File: src/rtl/stream_upsize.sv
// Stream width upsizer: packs T_DATA_RATIO narrow input beats into one wide
// output word. Lane 0 holds the first beat of a word. A beat with s_last_i
// closes the word early, and the lanes it never reached stay zero with keep
// cleared. The output word sits in a register that is held while the
// consumer stalls. The input stalls only while that register holds a word
// the consumer has not taken yet.
module stream_upsize #(
  parameter int T_DATA_WIDTH = 4,
  parameter int T_DATA_RATIO = 2
) (
  input  logic                                 clk,
  input  logic                                 rst_n,      // asynchronous, active-high
  input  logic [T_DATA_WIDTH-1:0]              s_data_i,
  input  logic                                 s_last_i,
  input  logic                                 s_valid_i,
  output logic                                 s_ready_o,
  output logic [T_DATA_WIDTH*T_DATA_RATIO-1:0] m_data_o,
  output logic [T_DATA_RATIO-1:0]              m_keep_o,
  output logic                                 m_last_o,
  output logic                                 m_valid_o,
  input  logic                                 m_ready_i
);

  localparam int OW    = T_DATA_WIDTH * T_DATA_RATIO;
  localparam int IDX_W = (T_DATA_RATIO > 1) ? $clog2(T_DATA_RATIO) : 1;
  localparam logic [IDX_W-1:0] LAST_IDX = IDX_W'(T_DATA_RATIO - 1);

  // Assembly state
  logic [IDX_W-1:0]        idx_q,  idx_d;
  logic [OW-1:0]           buf_q,  buf_d;
  logic [T_DATA_RATIO-1:0] keep_q, keep_d;

  // Output register
  logic [OW-1:0]           m_data_q,  m_data_d;
  logic [T_DATA_RATIO-1:0] m_keep_q,  m_keep_d;
  logic                    m_last_q,  m_last_d;
  logic                    m_valid_q, m_valid_d;

  // Datapath helpers
  logic                    in_xfer_s;
  logic                    out_xfer_s;
  logic                    complete_s;
  logic [OW-1:0]           lane_buf_s;
  logic [T_DATA_RATIO-1:0] lane_keep_s;

  // Input is accepted whenever the output register is free or is being drained this cycle
  always_comb begin
    if (rst_n) begin
      s_ready_o = 1'b0;
    end else begin
      s_ready_o = ~m_valid_q | m_ready_i;
    end
  end

  // Merge the current beat into the buffer and work out whether it completes the word
  always_comb begin
    in_xfer_s   = s_valid_i & s_ready_o;
    out_xfer_s  = m_valid_q & m_ready_i;
    lane_buf_s  = buf_q;
    lane_keep_s = keep_q;
    lane_buf_s[int'(idx_q)*T_DATA_WIDTH +: T_DATA_WIDTH] = s_data_i;
    lane_keep_s[idx_q] = 1'b1;
    complete_s  = in_xfer_s & ((idx_q == LAST_IDX) | s_last_i);
  end

  // Next-state for assembly buffer and output register
  always_comb begin
    idx_d     = idx_q;
    buf_d     = buf_q;
    keep_d    = keep_q;
    m_data_d  = m_data_q;
    m_keep_d  = m_keep_q;
    m_last_d  = m_last_q;
    m_valid_d = m_valid_q;

    if (complete_s) begin
      // The completed word moves out and the buffer restarts at lane 0.
      // A simultaneous drain of the old word is covered because the new
      // word overwrites the register and valid stays high.
      idx_d     = '0;
      buf_d     = '0;
      keep_d    = '0;
      m_data_d  = lane_buf_s;
      m_keep_d  = lane_keep_s;
      m_last_d  = s_last_i;
      m_valid_d = 1'b1;
    end else if (in_xfer_s) begin
      idx_d     = idx_q + IDX_W'(1);
      buf_d     = lane_buf_s;
      keep_d    = lane_keep_s;
      m_valid_d = m_valid_q & ~out_xfer_s;
    end else begin
      m_valid_d = m_valid_q & ~out_xfer_s;
    end
  end

  // State registers; reset discards any partial word and any pending output
  always_ff @(posedge clk or posedge rst_n) begin
    if (rst_n) begin
      idx_q     <= '0;
      buf_q     <= '0;
      keep_q    <= '0;
      m_data_q  <= '0;
      m_keep_q  <= '0;
      m_last_q  <= 1'b0;
      m_valid_q <= 1'b0;
    end else begin
      idx_q     <= idx_d;
      buf_q     <= buf_d;
      keep_q    <= keep_d;
      m_data_q  <= m_data_d;
      m_keep_q  <= m_keep_d;
      m_last_q  <= m_last_d;
      m_valid_q <= m_valid_d;
    end
  end

  assign m_data_o  = m_data_q;
  assign m_keep_o  = m_keep_q;
  assign m_last_o  = m_last_q;
  assign m_valid_o = m_valid_q;

endmodule

File: config.mk
export PLATFORM = sky130hd
export DESIGN_NAME = stream_upsize
export DESIGN_NICKNAME = d
export VERILOG_FILES = /design/src/rtl/stream_upsize.sv
export SDC_FILE = /design/constraint.sdc
export NUM_CORES = 1
export LEC_CHECK = 0
export ABC_CLOCK_PERIOD_IN_PS = 1900
export BUFFER_PORTS_ARGS = -buffer_cell sky130_fd_sc_hd__buf_2
export CORE_MARGIN = 2
export CORE_UTILIZATION = 51
export CTS_CLUSTER_DIAMETER = 30
export DETAILED_ROUTE_END_ITERATION = 8
export PLACE_DENSITY = 0.84
export SLEW_MARGIN = 20
export SYNTH_ARGS = -nofsm -noshare
export SYNTH_HDL_FRONTEND = slang
export SYNTH_SLANG_ARGS = --single-unit
File: constraint.sdc
create_clock -name clk -period 1.9 [get_ports clk]
set_clock_uncertainty 0.1 [all_clocks]
set_input_delay 0.095 -clock clk [delete_from_list [all_inputs] [get_ports clk]]
set_output_delay 0.095 -clock clk [all_outputs]
set_load 0.005 [all_outputs]
# Word-level counts from Yosys, hierarchy flattened
# Cells that the tools add are included.
[op_classes]
addsub = 2
n_lt_le_gt_ge = 2
bitwise_logic = 9
muxes = 11
reduce_logical = 2
shift = 2
[ops]
columns = ["operator", "n"]
rows = [
  ["negation 3 -> 33 bit", 1],
  ["variable shift 4 x 33 -> 8 bit, first input constant", 1],
  ["variable part select 4 x 33 -> 8 bit", 1],
  ["2-to-1 mux 8 bit", 2],
  ["bitwise mux 8 bit", 1],
  ["2-to-1 mux 1 bit", 5],
  ["AND 1 bit", 4],
  ["2-to-1 mux 2 bit", 2],
  ["less-than comparator 1 x 2 -> 1 bit, second input constant", 1],
  ["NOT 1 bit", 2],
  ["bitwise OR 1 bit", 2],
  ["bitwise OR 2 bit", 1],
  ["nonzero test 2 bit", 1],
  ["adder 1 bit, second input constant", 1],
  ["demux 1 bit (select 1 bit)", 1],
  ["greater-or-equal comparator 1 bit, second input constant", 1],
  ["logical AND 1 bit", 1],
]
[word_totals]
wordCells = 35
register_bits = 23
out_inout_bits = 13

# Longest topological paths before layout
[logic_depth]
ltp_word = 7
ltp_mapped = 5
ltp_nobuf = 3

# Worst setup path after synthesis
# Ideal clock, no wire load.
[synth_path]
path_type = "reg2reg"
startpoint = "reg m_valid_q (netlist: m_valid_o)"
endpoint = "reg m_data_q[0] (netlist: m_data_o[0])"
t_arrival_ns = 1.382
setup_slack_ns = 0.294
n_path_buf = 1
required_time_ns = 1.675
path_stages_with_launch = 5
setup_ns = 0.125
period_less_slack_ns = 1.606
cell_sequence = "dfrtp_1 > nor2b_1 > clkbuf_2 > nor3_4 > mux2_2"
[synth_between]
elab_chain_cells = 5
[synth_rtl]
columns = ["item", "line", "source"]
rows = [
  ["start: declaration", "37", "logic m_valid_q, m_valid_d;"],
  ["start signal: assignment", "114", "m_valid_q <= m_valid_d;"],
  ["NOT 1 bit", "51", "s_ready_o = ~m_valid_q | m_ready_i;"],
  ["bitwise OR 1 bit", "51", ""],
  ["2-to-1 mux 1 bit", "48", "if (rst_n) begin"],
  ["AND 1 bit", "57", "in_xfer_s = s_valid_i & s_ready_o;"],
  ["AND 1 bit", "63", "complete_s = in_xfer_s & ((idx_q == LAST_IDX) | s_last_i);"],
  ["end signal: assignment", "111", "m_data_q <= m_data_d;"],
  ["end: declaration", "34", "logic [OW-1:0] m_data_q, m_data_d;"],
]
# No other way between the ends.
# A chain may end at the register's enable or synchronous reset.

# Worst setup path in the final report
[layout_path]
startpoint = "in rst_n"
endpoint = "reg m_data_q[2] (netlist: m_data_o[2])"
[layout_between]
elab_chain_cells = 3
[layout_rtl]
columns = ["item", "line", "source"]
rows = [
  ["start: declaration", "12", "input logic rst_n,"],
  ["2-to-1 mux 1 bit", "48", ""],
  ["AND 1 bit", "57", ""],
  ["AND 1 bit", "63", ""],
]
# No other way between the ends.

==> impl_metrics.toml <==
[clocking]
maximum_number_of_buffers_from_clock_root_to_sink = 2
clk_pin_slew_ns = 0.13
clock_sink_count = 23
clk_root_buffer_cell = "clkbuf_4"
clock_latency_ns = 0.31
cts_tree = "done"
total_clock_buffers_created_by_cts = 3
clock_tree.htree_level_count = 1

[finish]
sequential_cell_area_um2 = 576
layout-drive-gt1-share_pct = 40.7
antenna-diode-count = 0
layout_common_cells = "23 x dfrtp_1, 21 x buf_2, 16 x mux2_2, 6 x dlygate4sd3_1"
nets = 118
final_area_um2 = 1210
layout.cells.most_common = "dfrtp_1"
synthToLayoutAreaGrowth_pct = 23.8
multi_input_area_um2 = 388
final_cells = 133
num-fill-cells = 136

[pwr]
switching_share_pct = 27.2
cellInternalPower_mw = 0.836
vdd.ir_drop.worst_mv = 0.617
clock_power_share_pct = 19.6
total_switching_power_mw = 0.313
sequentialPowerShare_pct = 54.1
total_power_mw = 1.15
static_leakage_nw = 0.605
power_density_over_the_cells_nw_per_um2 = 948
pwr-share-comb_pct = 26.3

[critical_path]
cp_cell_sequence = "dlygate4sd3_1, buf_2, nand2b_1, nor3_4, buf_4, mux2_2"
setup_cp_type = "input pin to register"
peak_fanout_along_the_critical_path = 10
worst_path_required_ns = 2.00
cp_slowest_stage_delay_ns = 0.53
crit_path_end_kind = "register"
startpoint_type = "input pin"
crit_arrival_ns = 1.76
critical-path-slowest-cell = "dlygate4sd3_1"

[timing]
max-slew-margin-rel_pct = 63.1
drv_slew = 0
unrepaired_setup_endpoints_after_global_routing = "false"
fin_crit_sh_pct = 87.3
max_slew.worst_pin.slew_ns = 0.552
final_critical_path_setup_slack_ns = 0.241
finalWorstPathRequiredPeriod_ns = 1.66
timing.final.hold_violations = 0
fin_tns_setup_ns = 0
setup_viol_count_final = 0
max_freq_mhz = 603

[routing]
drt-vias-per-instance = 5.08
detail_route.first_pass.iterations = 4
route.met2.wl_um = 835
post-route-drc-count = 0
routed_wirelength_mm = 1.74
route.antenna.remaining_nets = 0
routedLengthMet1_um = 827
violation_count_after_the_first_detailed_routing_iteration = 11
detailroute.wirelength.met3_um = 46
dr.max_layer_used = "met4"
routed_wire_length_per_instance_um = 13.1
vias = 675

[floorplan]
floorplan.die_area_um2 = 2290
start_util_pct = 55.5
core_um2 = 1760
die_height_um = 47.8
rows = 15
fp.dieW_um = 47.8
top_ports = 22

[global_routing]
vias_in_the_first_global_route = 634
wire_length_of_the_first_global_routing_pass_mm = 2.72
largest_net_degree_at_the_start_of_global_routing = 24
grt_use_total_pct = 17.6
initial_antenna_violation_count = 0
grt.overflow.total = 0

[placement]
placed_wire_length_estimate_mm = 1.27
final_wtd_congestion = 0.803
io_buffer_count = 21
dpl_worst_slack_ns = 0.284
dp.cells = 123
placedInstanceArea_um2 = 1130

[synthesis]
synth_warnings = 0
synth_seq_cells = 23
yosysUniqueCellTypes = 20
synth.cell_area_um2 = 980
synth-seq-area-share_pct = 58.7
synthesis.nets = 86
syn_area_per_cell_um2 = 12.7
synth_cells = 77

[flow_run]
max_cap_violations = 0

[worst_hold_path]
hp-class = "input pin to register"

[status]
status = "complete, no violations"
layout make-up:
type | instances | area share, %
timing repair buffer | 30 | 15.5
sequential | 23 | 47.5
clock buffer | 4 | 2.17
tap | 25 | 2.58
multi-input combinational | 50 | 32.0
inverter | 1 | 0.310
flip-flops by register name, summed over array words and instances, names as in the netlist:
register / count
buf_q: 8
idx_q: 1
keep_q: 2
m_data_o: 8
m_keep_o: 2
m_last_o: 1
m_valid_o: 1
power by group through the flow:
stage / Sequential [mW] / Clock, mW / Combinational, mW
2_1_floorplan: 0.641 / 0 / 0.163
3_3_place_gp: 0.632 / 0 / 0.290
3_5_place_dp: 0.634 / 0 / 0.298
4_1_cts: 0.624 / 0.227 / 0.308
5_1_grt: 0.634 / 0.247 / 0.333
6_report: 0.622 / 0.225 / 0.302
final timing paths:
path	start	endpoint	slack [ns]	cells past startpoint
worst max-delay path	rst_n	m_data_o[2]	0.24	6
worst max register to register	m_valid_o	m_data_o[2]	0.30	4
worst min-delay path	m_ready_i	buf_q[3]	0.14	4
min in group asynchronous	rst_n	buf_q[3]	0.26	4
worst min register to register	buf_q[6]	buf_q[6]	0.40	1
max in group asynchronous	rst_n	m_data_o[1]	1.21	4
layer usage:
layer | track usage (%) | up-vias
met5 | 0 | -
met4 | 10.3 | 0
met3 | 2.26 | 4
met2 | 27.7 | 16
met1 | 23.2 | 316
li1 | - | 339
cells in the mapped netlist, drive strengths merged:
cell type	count	area, um2
nor2b	2	12.5
o32a	1	10.0
o21ai	4	20.0
o21a	2	15.0
dfrtp	23	576
or2b	1	7.51
inv	1	3.75
clkbuf	3	12.5
o22a	1	8.76
a22o	1	8.76
nand3	2	10.0
nor3	1	16.3
nand2	5	18.8
nand4	4	25.0
nand2b	1	6.26
or3	1	6.26
mux2	16	180
and2	5	31.3
nor2	3	11.3
what timing repair did:
| item | in CTS | in global routing |
|---|---|---|
| hold buffers | 6 | 0 |
| hold endpoints to repair | 28 | 0 |
| gates resized for setup | 0 | 0 |
| buffers inserted | 0 | 0 |
per-stage QoR:
stage	util, %	hold slack, ns
floorplan	-	-0.00308
global placement	63.8	0.0672
detailed placement	63.8	0.0787
CTS	68.7	0.112
global route	68.7	0.169
finish	68.7	0.135
cells by family after synthesis:
family / Yosys count / share of synthesized area, %
buf+inv: 4 / 1.66
compound gates: 9 / 6.39
flops: 23 / 58.7
simple gates: 25 / 14.8
mux: 16 / 18.4
critical path: cells and delay by family:
kind | cells | cell delay (ns)
AND/OR/NAND/NOR | 2 | 0.45
buffers and inverters | 3 | 0.87
multiplexers | 1 | 0.35
Power figures use the tool's default switching activity.
